## src/rtl/spmv_row_accumulator_if.sv

```systemverilog
// Handshake bundle between the SpMV product channel, the row accumulator and the writeback stage.
// The slave side is the accumulator; the master side is the producer/consumer around it.
interface spmv_row_accumulator_if #(
  parameter int LANES  = 4,
  parameter int DATA_W = 64,
  parameter int ROW_W  = 32
);
  logic                    in_val;
  logic                    in_rdy;
  logic [LANES*ROW_W-1:0]  in_row_id;
  logic [LANES*DATA_W-1:0] in_prod;
  logic [LANES-1:0]        in_mask;
  logic                    in_last;
  logic                    out_val;
  logic                    out_rdy;
  logic [ROW_W-1:0]        out_row_id;
  logic [DATA_W-1:0]       out_sum;
  logic                    out_ovf;
  logic                    done;
  logic                    err_order;

  modport master (
    output in_val, in_row_id, in_prod, in_mask, in_last, out_rdy,
    input  in_rdy, out_val, out_row_id, out_sum, out_ovf, done, err_order
  );

  modport slave (
    input  in_val, in_row_id, in_prod, in_mask, in_last, out_rdy,
    output in_rdy, out_val, out_row_id, out_sum, out_ovf, done, err_order
  );
endinterface

```

## src/rtl/spmv_row_accumulator.sv

```systemverilog
// Sums consecutive same-row products one lane per cycle; a result appears the cycle after a row change.
// in_rdy only in IDLE; results hold under out_rdy=0. SPMV_ACC_OVF_DETECT_EN adds the per-row out_ovf flag.
module spmv_row_accumulator #(
  parameter int LANES  = 4,
  parameter int DATA_W = 64,
  parameter int ROW_W  = 32
) (
  input  logic                     clk,
  input  logic                     rst,
  spmv_row_accumulator_if.slave    bus
);

  localparam int LW = (LANES > 1) ? $clog2(LANES) : 1;

  typedef enum logic [1:0] {IDLE, PROC, EMIT, FLUSH} state_t;

  state_t            state;
  logic [ROW_W-1:0]  row_buf  [LANES];
  logic [DATA_W-1:0] prod_buf [LANES];
  logic [LANES-1:0]  pend;
  logic              last_r;
  logic              have_row;
  logic [ROW_W-1:0]  cur_row;
  logic [DATA_W-1:0] acc;
  logic              out_val_r;
  logic              done_r;
  logic              err_r;

  logic [LW-1:0]     sel;
  logic [LANES-1:0]  pend_next;
  logic [ROW_W-1:0]  row_l;
  logic [DATA_W-1:0] prod_l;
  logic [DATA_W-1:0] sum;

  // Lowest pending lane is always the next one consumed.
  always_comb begin
    sel = '0;
    for (int i = LANES - 1; i >= 0; i--) begin
      if (pend[i]) sel = LW'(i);
    end
  end

  assign pend_next = pend & ~(LANES'(1) << sel);
  assign row_l     = row_buf[sel];
  assign prod_l    = prod_buf[sel];
  assign sum       = acc + prod_l;

`ifdef SPMV_ACC_OVF_DETECT_EN
  logic ovf_r;
  logic add_ovf;
  assign add_ovf     = (acc[DATA_W-1] == prod_l[DATA_W-1]) && (sum[DATA_W-1] != acc[DATA_W-1]);
  assign bus.out_ovf = ovf_r;
`else
  assign bus.out_ovf = 1'b0;
`endif

  assign bus.in_rdy     = (state == IDLE);
  assign bus.out_val    = out_val_r;
  assign bus.out_row_id = cur_row;
  assign bus.out_sum    = acc;
  assign bus.done       = done_r;
  assign bus.err_order  = err_r;

  always_ff @(posedge clk or posedge rst) begin
    if (rst) begin
      state     <= IDLE;
      pend      <= '0;
      last_r    <= 1'b0;
      have_row  <= 1'b0;
      cur_row   <= '0;
      acc       <= '0;
      out_val_r <= 1'b0;
      done_r    <= 1'b0;
      err_r     <= 1'b0;
      for (int i = 0; i < LANES; i++) begin
        row_buf[i]  <= '0;
        prod_buf[i] <= '0;
      end
`ifdef SPMV_ACC_OVF_DETECT_EN
      ovf_r     <= 1'b0;
`endif
    end else begin
      done_r <= 1'b0;
      case (state)
        IDLE: begin
          if (bus.in_val) begin
            for (int i = 0; i < LANES; i++) begin
              row_buf[i]  <= bus.in_row_id[i*ROW_W +: ROW_W];
              prod_buf[i] <= bus.in_prod[i*DATA_W +: DATA_W];
            end
            pend   <= bus.in_mask;
            last_r <= bus.in_last;
            if (|bus.in_mask) begin
              state <= PROC;
            end else if (bus.in_last) begin
              // A row still open from earlier beats is flushed; otherwise FLUSH only pulses done.
              state     <= FLUSH;
              out_val_r <= have_row;
            end
          end
        end

        PROC: begin
          if (!have_row || row_l == cur_row) begin
            if (!have_row) begin
              cur_row  <= row_l;
              acc      <= prod_l;
              have_row <= 1'b1;
`ifdef SPMV_ACC_OVF_DETECT_EN
              ovf_r    <= 1'b0;
`endif
            end else begin
              acc      <= sum;
`ifdef SPMV_ACC_OVF_DETECT_EN
              ovf_r    <= ovf_r | add_ovf;
`endif
            end
            pend <= pend_next;
            if (pend_next == '0) begin
              if (last_r) begin
                state     <= FLUSH;
                out_val_r <= 1'b1;
              end else begin
                state <= IDLE;
              end
            end
          end else begin
            if (row_l < cur_row) err_r <= 1'b1;
            state     <= EMIT;
            out_val_r <= 1'b1;
          end
        end

        EMIT: begin
          if (bus.out_rdy) begin
            cur_row <= row_l;
            acc     <= prod_l;
            pend    <= pend_next;
`ifdef SPMV_ACC_OVF_DETECT_EN
            ovf_r   <= 1'b0;
`endif
            if (pend_next != '0) begin
              state     <= PROC;
              out_val_r <= 1'b0;
            end else if (last_r) begin
              // The freshly loaded row is the final one; out_val stays up to present it.
              state <= FLUSH;
            end else begin
              state     <= IDLE;
              out_val_r <= 1'b0;
            end
          end
        end

        FLUSH: begin
          if (!out_val_r) begin
            done_r <= 1'b1;
            state  <= IDLE;
          end else if (bus.out_rdy) begin
            out_val_r <= 1'b0;
            have_row  <= 1'b0;
            done_r    <= 1'b1;
            state     <= IDLE;
          end
        end

        default: state <= IDLE;
      endcase
    end
  end

endmodule

```

## src/flat_wrapper.sv

```systemverilog
// flat-port wrapper written by rule: the top's interface ports become plain ports
module spmv_row_accumulator_flat 
#(
  parameter int LANES  = 4,
  parameter int DATA_W = 64,
  parameter int ROW_W  = 32
)
  (clk, rst, bus_in_val, bus_in_row_id, bus_in_prod, bus_in_mask, bus_in_last, bus_out_rdy, bus_in_rdy, bus_out_val, bus_out_row_id, bus_out_sum, bus_out_ovf, bus_done, bus_err_order);
  spmv_row_accumulator_if #(.LANES(LANES), .DATA_W(DATA_W), .ROW_W(ROW_W)) bus_i ();
  input  logic clk;
  input  logic rst;
  input wire logic [$bits(bus_i.in_val)-1:0] bus_in_val;
  input wire logic [$bits(bus_i.in_row_id)-1:0] bus_in_row_id;
  input wire logic [$bits(bus_i.in_prod)-1:0] bus_in_prod;
  input wire logic [$bits(bus_i.in_mask)-1:0] bus_in_mask;
  input wire logic [$bits(bus_i.in_last)-1:0] bus_in_last;
  input wire logic [$bits(bus_i.out_rdy)-1:0] bus_out_rdy;
  output wire logic [$bits(bus_i.in_rdy)-1:0] bus_in_rdy;
  output wire logic [$bits(bus_i.out_val)-1:0] bus_out_val;
  output wire logic [$bits(bus_i.out_row_id)-1:0] bus_out_row_id;
  output wire logic [$bits(bus_i.out_sum)-1:0] bus_out_sum;
  output wire logic [$bits(bus_i.out_ovf)-1:0] bus_out_ovf;
  output wire logic [$bits(bus_i.done)-1:0] bus_done;
  output wire logic [$bits(bus_i.err_order)-1:0] bus_err_order;
  assign bus_i.in_val = bus_in_val;
  assign bus_i.in_row_id = bus_in_row_id;
  assign bus_i.in_prod = bus_in_prod;
  assign bus_i.in_mask = bus_in_mask;
  assign bus_i.in_last = bus_in_last;
  assign bus_i.out_rdy = bus_out_rdy;
  assign bus_in_rdy = bus_i.in_rdy;
  assign bus_out_val = bus_i.out_val;
  assign bus_out_row_id = bus_i.out_row_id;
  assign bus_out_sum = bus_i.out_sum;
  assign bus_out_ovf = bus_i.out_ovf;
  assign bus_done = bus_i.done;
  assign bus_err_order = bus_i.err_order;
  spmv_row_accumulator #(.LANES(LANES), .DATA_W(DATA_W), .ROW_W(ROW_W)) u_core (.clk(clk), .rst(rst), .bus(bus_i));
endmodule
```

## config.mk

```make
export PLATFORM = sky130hd
export DESIGN_NAME = spmv_row_accumulator_flat
export DESIGN_NICKNAME = d
export VERILOG_FILES = /design/src/rtl/spmv_row_accumulator_if.sv /design/src/rtl/spmv_row_accumulator.sv /design/src/flat_wrapper.sv
export SDC_FILE = /design/constraint.sdc
export NUM_CORES = 1
export LEC_CHECK = 0
export ABC_AREA = 1
export BUFFER_PORTS_ARGS = -buffer_cell sky130_fd_sc_hd__buf_2
export CORE_MARGIN = 2
export CORE_UTILIZATION = 57
export CTS_CLUSTER_DIAMETER = 40
export CTS_CLUSTER_SIZE = 10
export DETAILED_ROUTE_END_ITERATION = 10
export GPL_TIMING_DRIVEN = 0
export PLACE_DENSITY = 0.78
export SLEW_MARGIN = 40
export SYNTH_ARGS = -nofsm -noshare
export SYNTH_HDL_FRONTEND = slang
export SYNTH_SLANG_ARGS = --single-unit
```

## constraint.sdc

```tcl
create_clock -name clk -period 22.2 [get_ports clk]
set_input_delay 4.44 -clock clk [delete_from_list [all_inputs] [get_ports clk]]
set_output_delay 4.44 -clock clk [all_outputs]
set_load 0.02 [all_outputs]
```

Word level (Yosys, flattened, before mapping) --
Index checks and enable logic that the tools add are counted.
Word-level totals: bits in registers 491, input bits 393
Cells by class: add/subtract/negate cells 1, magnitude comparators 2, equality and inequality tests 17, shifts and indexed selects 1, muxes and demuxes 52, bitwise operators 4, reductions and logical operators 17
Operator list (number):
- two-way mux 64 bit | 5
- two-way mux 32 bit | 5
- binary-select mux 64 bit (select 2 bit) | 1
- case mux 64 bit (2 select lines) | 1
- adder 64 bit | 1
- binary-select mux 32 bit (select 2 bit) | 1
- case mux 32 bit (2 select lines) | 1
- equality test 32 bit | 1
- less-than comparator 32 bit | 1
- two-way mux 2 bit | 14
- two-way mux 1 bit | 17
- two-way mux 4 bit | 3
- inequality test 2 bit (second input constant) | 6
- case mux 4 bit (3 select lines) | 1
- AND reduction 4 bit | 3
- inequality test 3 bit (second input constant) | 3
- case mux 2 bit (4 select lines) | 1
- AND reduction 7 bit | 1
- inequality test 3 x 2 -> 1 bit (second input constant) | 2
- AND reduction 3 bit | 2
- AND reduction 5 bit | 1
- bitwise AND 4 bit | 1
- equality test 2 bit (second input constant) | 2
- zero test 4 bit | 1
- 17 further kinds | 19

Logic depth before layout (Yosys ltp) --
depth in word-level cells 12, gate-level depth with buffers 27, gate-level depth less buffers 25

Worst setup path before layout --
No wires, ideal clock.
kind input-to-reg, start point in bus_in_val, end point reg u_core.prod_buf[191] (netlist bit), setup time 0.124 ns, data arrival time 5.405 ns, required time 22.076 ns, setup slack 16.672 ns, cell stages on the path 5, path through nand2_1 clkbuf_1 clkbuf_1 buf_2 a21oi_1
Between the ends: word-level cells in the longest chain between the ends 1
RTL lines:
- from (decl) | RTL line flat_wrapper.sv:12 | input wire logic [$bits(bus_i.in_val)-1:0] bus_in_val;
- AND reduction 2 bit (no source line)
- to (signal, indexed assignment) | RTL line spmv_row_accumulator.sv:89 | prod_buf[i] <= bus.in_prod[i*DATA_W +: DATA_W];
- to (decl) | RTL line spmv_row_accumulator.sv:19 | logic [DATA_W-1:0] prod_buf [LANES];
No other way between the ends. A chain may end at the register's enable or synchronous reset.

Final worst setup path --
start point reg u_core.state[0], end point out bus_in_rdy
Between the ends: word-level cells in the longest chain between the ends 1
RTL lines:
- from (decl) | RTL line spmv_row_accumulator.sv:17 | state_t state;
- from (signal assigned) | RTL line spmv_row_accumulator.sv:66 | state <= IDLE;
- from (signal assigned) | RTL line spmv_row_accumulator.sv:94 | state <= PROC;
- from (signal assigned) | RTL line spmv_row_accumulator.sv:97 | state <= FLUSH;
- zero test 2 bit | RTL line spmv_row_accumulator.sv:57 | assign bus.in_rdy = (state == IDLE);
- to (decl) | RTL line flat_wrapper.sv:18 | output wire logic [$bits(bus_i.in_rdy)-1:0] bus_in_rdy;
No other way between the ends.

==> flow_summary.json <==
{
  "vias_per_cell": 5.63,
  "cts_hold_buf": 0,
  "grt_first_pass_wirelength_mm": 160,
  "clk_path_buf_depth": 3,
  "cts_root_buffer": "clkbuf_16",
  "finalSetupViolCount": 0,
  "met3_wirelength_mm": 10.6,
  "crit_path_end_kind": "output port",
  "initial_core_util": 0.580,
  "wl_met1_mm": 41.1,
  "tightest_slew_ns": 0.974,
  "synth_edf_count": 0,
  "drt-initial-drc-count": 2441,
  "fin_nets": 4537,
  "ys_ff_latch": 491,
  "wl_mm": 109,
  "worst-r2r-setup-slack_ns": 17.83,
  "cp-start-kind": "flop",
  "worstSetupPathType": "flop to output port",
  "dp.cells": 4620,
  "io_pins": 494,
  "critPathTopFamily": "flip-flops",
  "grt-ovfl-total": 0,
  "gp_congestion": 0.990,
  "slew_headroom": 0.351,
  "clkSlewWorstSetupHoldPaths_ns": 0.05,
  "rsz0062_at_grt": "no",
  "crit_buf_inv": 2,
  "slowest_stage": "dfrtp_1",
  "hold_viol": 0,
  "post-route-period-util": 0.276,
  "area_growth_pct": 21.9,
  "critPathRequiredTime_ns": 17.76,
  "cts_sinks": 491,
  "cp_max_fo": 6,
  "path_cells": "inv_1 > ha_1 > buf_2",
  "vias": 27000,
  "finalNonFillerCells": 4796,
  "grt_start_max_net_pins": 83,
  "worst-endpoint-arrival_ns": 1.69,
  "cpPeakStageDelay_ns": 0.43,
  "core_area_mm2": 0.0491,
  "first_pass_iters": 6,
  "synth_fp_nets": 3959,
  "synthArstFlopShare": 1.00,
  "synth.distinct_cells": 43,
  "synthTopCellsByArea": "dfrtp_1, mux2_2, nand2_1",
  "num_rows": 81,
  "cts_resized": 0,
  "grt_pass1_vias": 26900,
  "cts_buffers": 78,
  "slew_violations": 0,
  "maxUsedRoutingLayer": "met5",
  "outcome": "complete, no violations",
  "layout-drive-gt1-share": 0.274,
  "synth_top_area_share": 0.432,
  "grtUsageTotal": 0.423,
  "yosysSeqAreaShare": 0.432,
  "min_path_type": "flop to flop",
  "ant_nets": 0,
  "clk_latency_ns": 0.64,
  "h-tree-depth": 3,
  "cts_tree": "done",
  "period_needed_ns": 6.13,
  "synth_cells": 3458,
  "drv_cap": 0,
  "die_y_um": 227,
  "syn_area_mm2": 0.0284,
  "antenna_found_initial": 48,
  "tns_ns": 0,
  "synth_ff_type": "dfrtp_1",
  "yosys_warnings": 0,
  "die_w_um": 227,
  "finClkSkew_ns": 0.0393,
  "postSynthAreaPerCell_um2": 8.22,
  "routedWlPerCell_um": 22.8,
  "post_cts_buffers": 0,
  "yosys.area.top_type": "dfrtp_1",
  "die_area_mm2": 0.0517,
  "fmax_mhz": 163,
  "wl_met2_mm": 49.3,
  "yosys-top-cells-count": "nand2_1, inv_1, dfrtp_1",
  "hpwlAfterDp_mm": 83.7,
  "yosysMostFrequentCell": "nand2_1",
  "io_buffers": 492,
  "drc": 0
}
## worst register-to-register path: stages, from the launching register on
cell and delay (ns):
dfrtp_1 0.38, inv_2 0.07, nand2_1 0.10, nor2_2 0.07
inv_2 0.08, buf_2 0.43, o22ai_1 0.34, o21bai_1 0.26
inv_1 0.15, ha_1 0.26, inv_1 0.07, fa_1 0.43
inv_1 0.15, nand3_1 0.15, nand2_1 0.19, nand2_1 0.08
nand2_1 0.17, nand2_1 0.08, nand3_1 0.22, nand2_1 0.17
nand4_1 0.10, nand3_1 0.14, nand2_1 0.11, nand2_1 0.05
## area by class of cell
class,count,area (µm²)
flip-flops and latches,491,12300
diodes,40,100
multi-input cells,2295,13400
plain buffers,133,699
inverters,539,2030
well taps,664,831
clock inverters,38,522
fillers,4100,14400
repair buffers,498,2630
clock buffers,98,2140
## registers in the layout (all words and copies together), names as in the netlist
register	flops
u_core.state	2
u_core.bus.out_val	1
u_core.bus.out_sum	64
u_core.bus.done	1
u_core.pend	4
u_core.have_row	1
u_core.prod_buf	256
u_core.last_r	1
u_core.bus.err_order	1
u_core.row_buf	128
u_core.bus.out_row_id	32
## routing by layer
layer | vias to the layer above | track usage
li1 | 12300 | -
met1 | 12900 | 0.506
met2 | 1402 | 0.662
met3 | 398 | 0.120
met4 | 14 | 0.295
met5 | - | 0
## path summary, 6_finish.rpt
kind                                                  start                            endpoint  cells past startpoint
max reg2reg                      u_core.pend[1]$_DFFE_PP0P_  u_core.bus.out_sum[56]$_DFFE_PP0P_                     23
min in group asynchronous                               rst      u_core.prod_buf[1]$_DFFE_PP0P_                      2
min                        u_core.bus.err_order$_DFFE_PP0P_    u_core.bus.err_order$_DFFE_PP0P_                      2
max                             u_core.state[0]$_DFFE_PP0P_                          bus_in_rdy                      3
min reg2reg                u_core.bus.err_order$_DFFE_PP0P_    u_core.bus.err_order$_DFFE_PP0P_                      2
max in group asynchronous                               rst    u_core.prod_buf[237]$_DFFE_PP0P_                      6
## kinds of logic (layout without fill, tap and decap cells)
family,after synthesis,in the layout,share of synthesized area
and+or+nand+nor,1337,1337,0.185
buffers and inverters,672,1306,0.0955
AOI/OAI and AO/OA,502,502,0.104
DFF,491,491,0.432
muxes,323,323,0.128
adders and majority gates,108,108,0.0478
xor gates and xnor gates,24,24,0.00739
other,1,41,0.000132
## cell usage in the layout, fill, tap and decap left out, types with 5 or more instances in the layout
cell type and instances:
nand2_1 932, buf_2 568, inv_1 530, dfrtp_1 491, mux2_2 323, nor2_1 266
a21oi_1 194, ha_1 107, o22ai_1 95, nand3_1 93, clkbuf_16 79, o21ai_0 53
a31oi_1 44, diode_2 40, clkbuf_1 39, o21ai_1 35, a31o_2 26, a21oi_2 25
xor2_1 20, clkinv_2 15, nor3_1 13, buf_4 12, o21bai_1 11, nand4_1 11
a31o_1 9, clkbuf_8 9, inv_2 8, bufinv_16 8, buf_6 7, clkbuf_2 6
buf_16 6, o211ai_1 5
## per-stage QoR
step / setup WS (ns) / area [µm²] / utilization / hold slack (ns)
finish: 16.07 / 34700 / 0.707 / 0.487
global route: 16.04 / 34600 / 0.706 / 0.500
CTS: 16.07 / 34600 / 0.705 / 0.482
detailed placement: 15.56 / 31900 / 0.650 / 0.469
global placement: -1.36 / 31700 / 0.647 / 0.463
floorplan: 4.06 / 28400 / - / 0.474
Power is not shown: default switching activity piles up to over one toggle a cycle in this logic, so the estimate is an artifact.
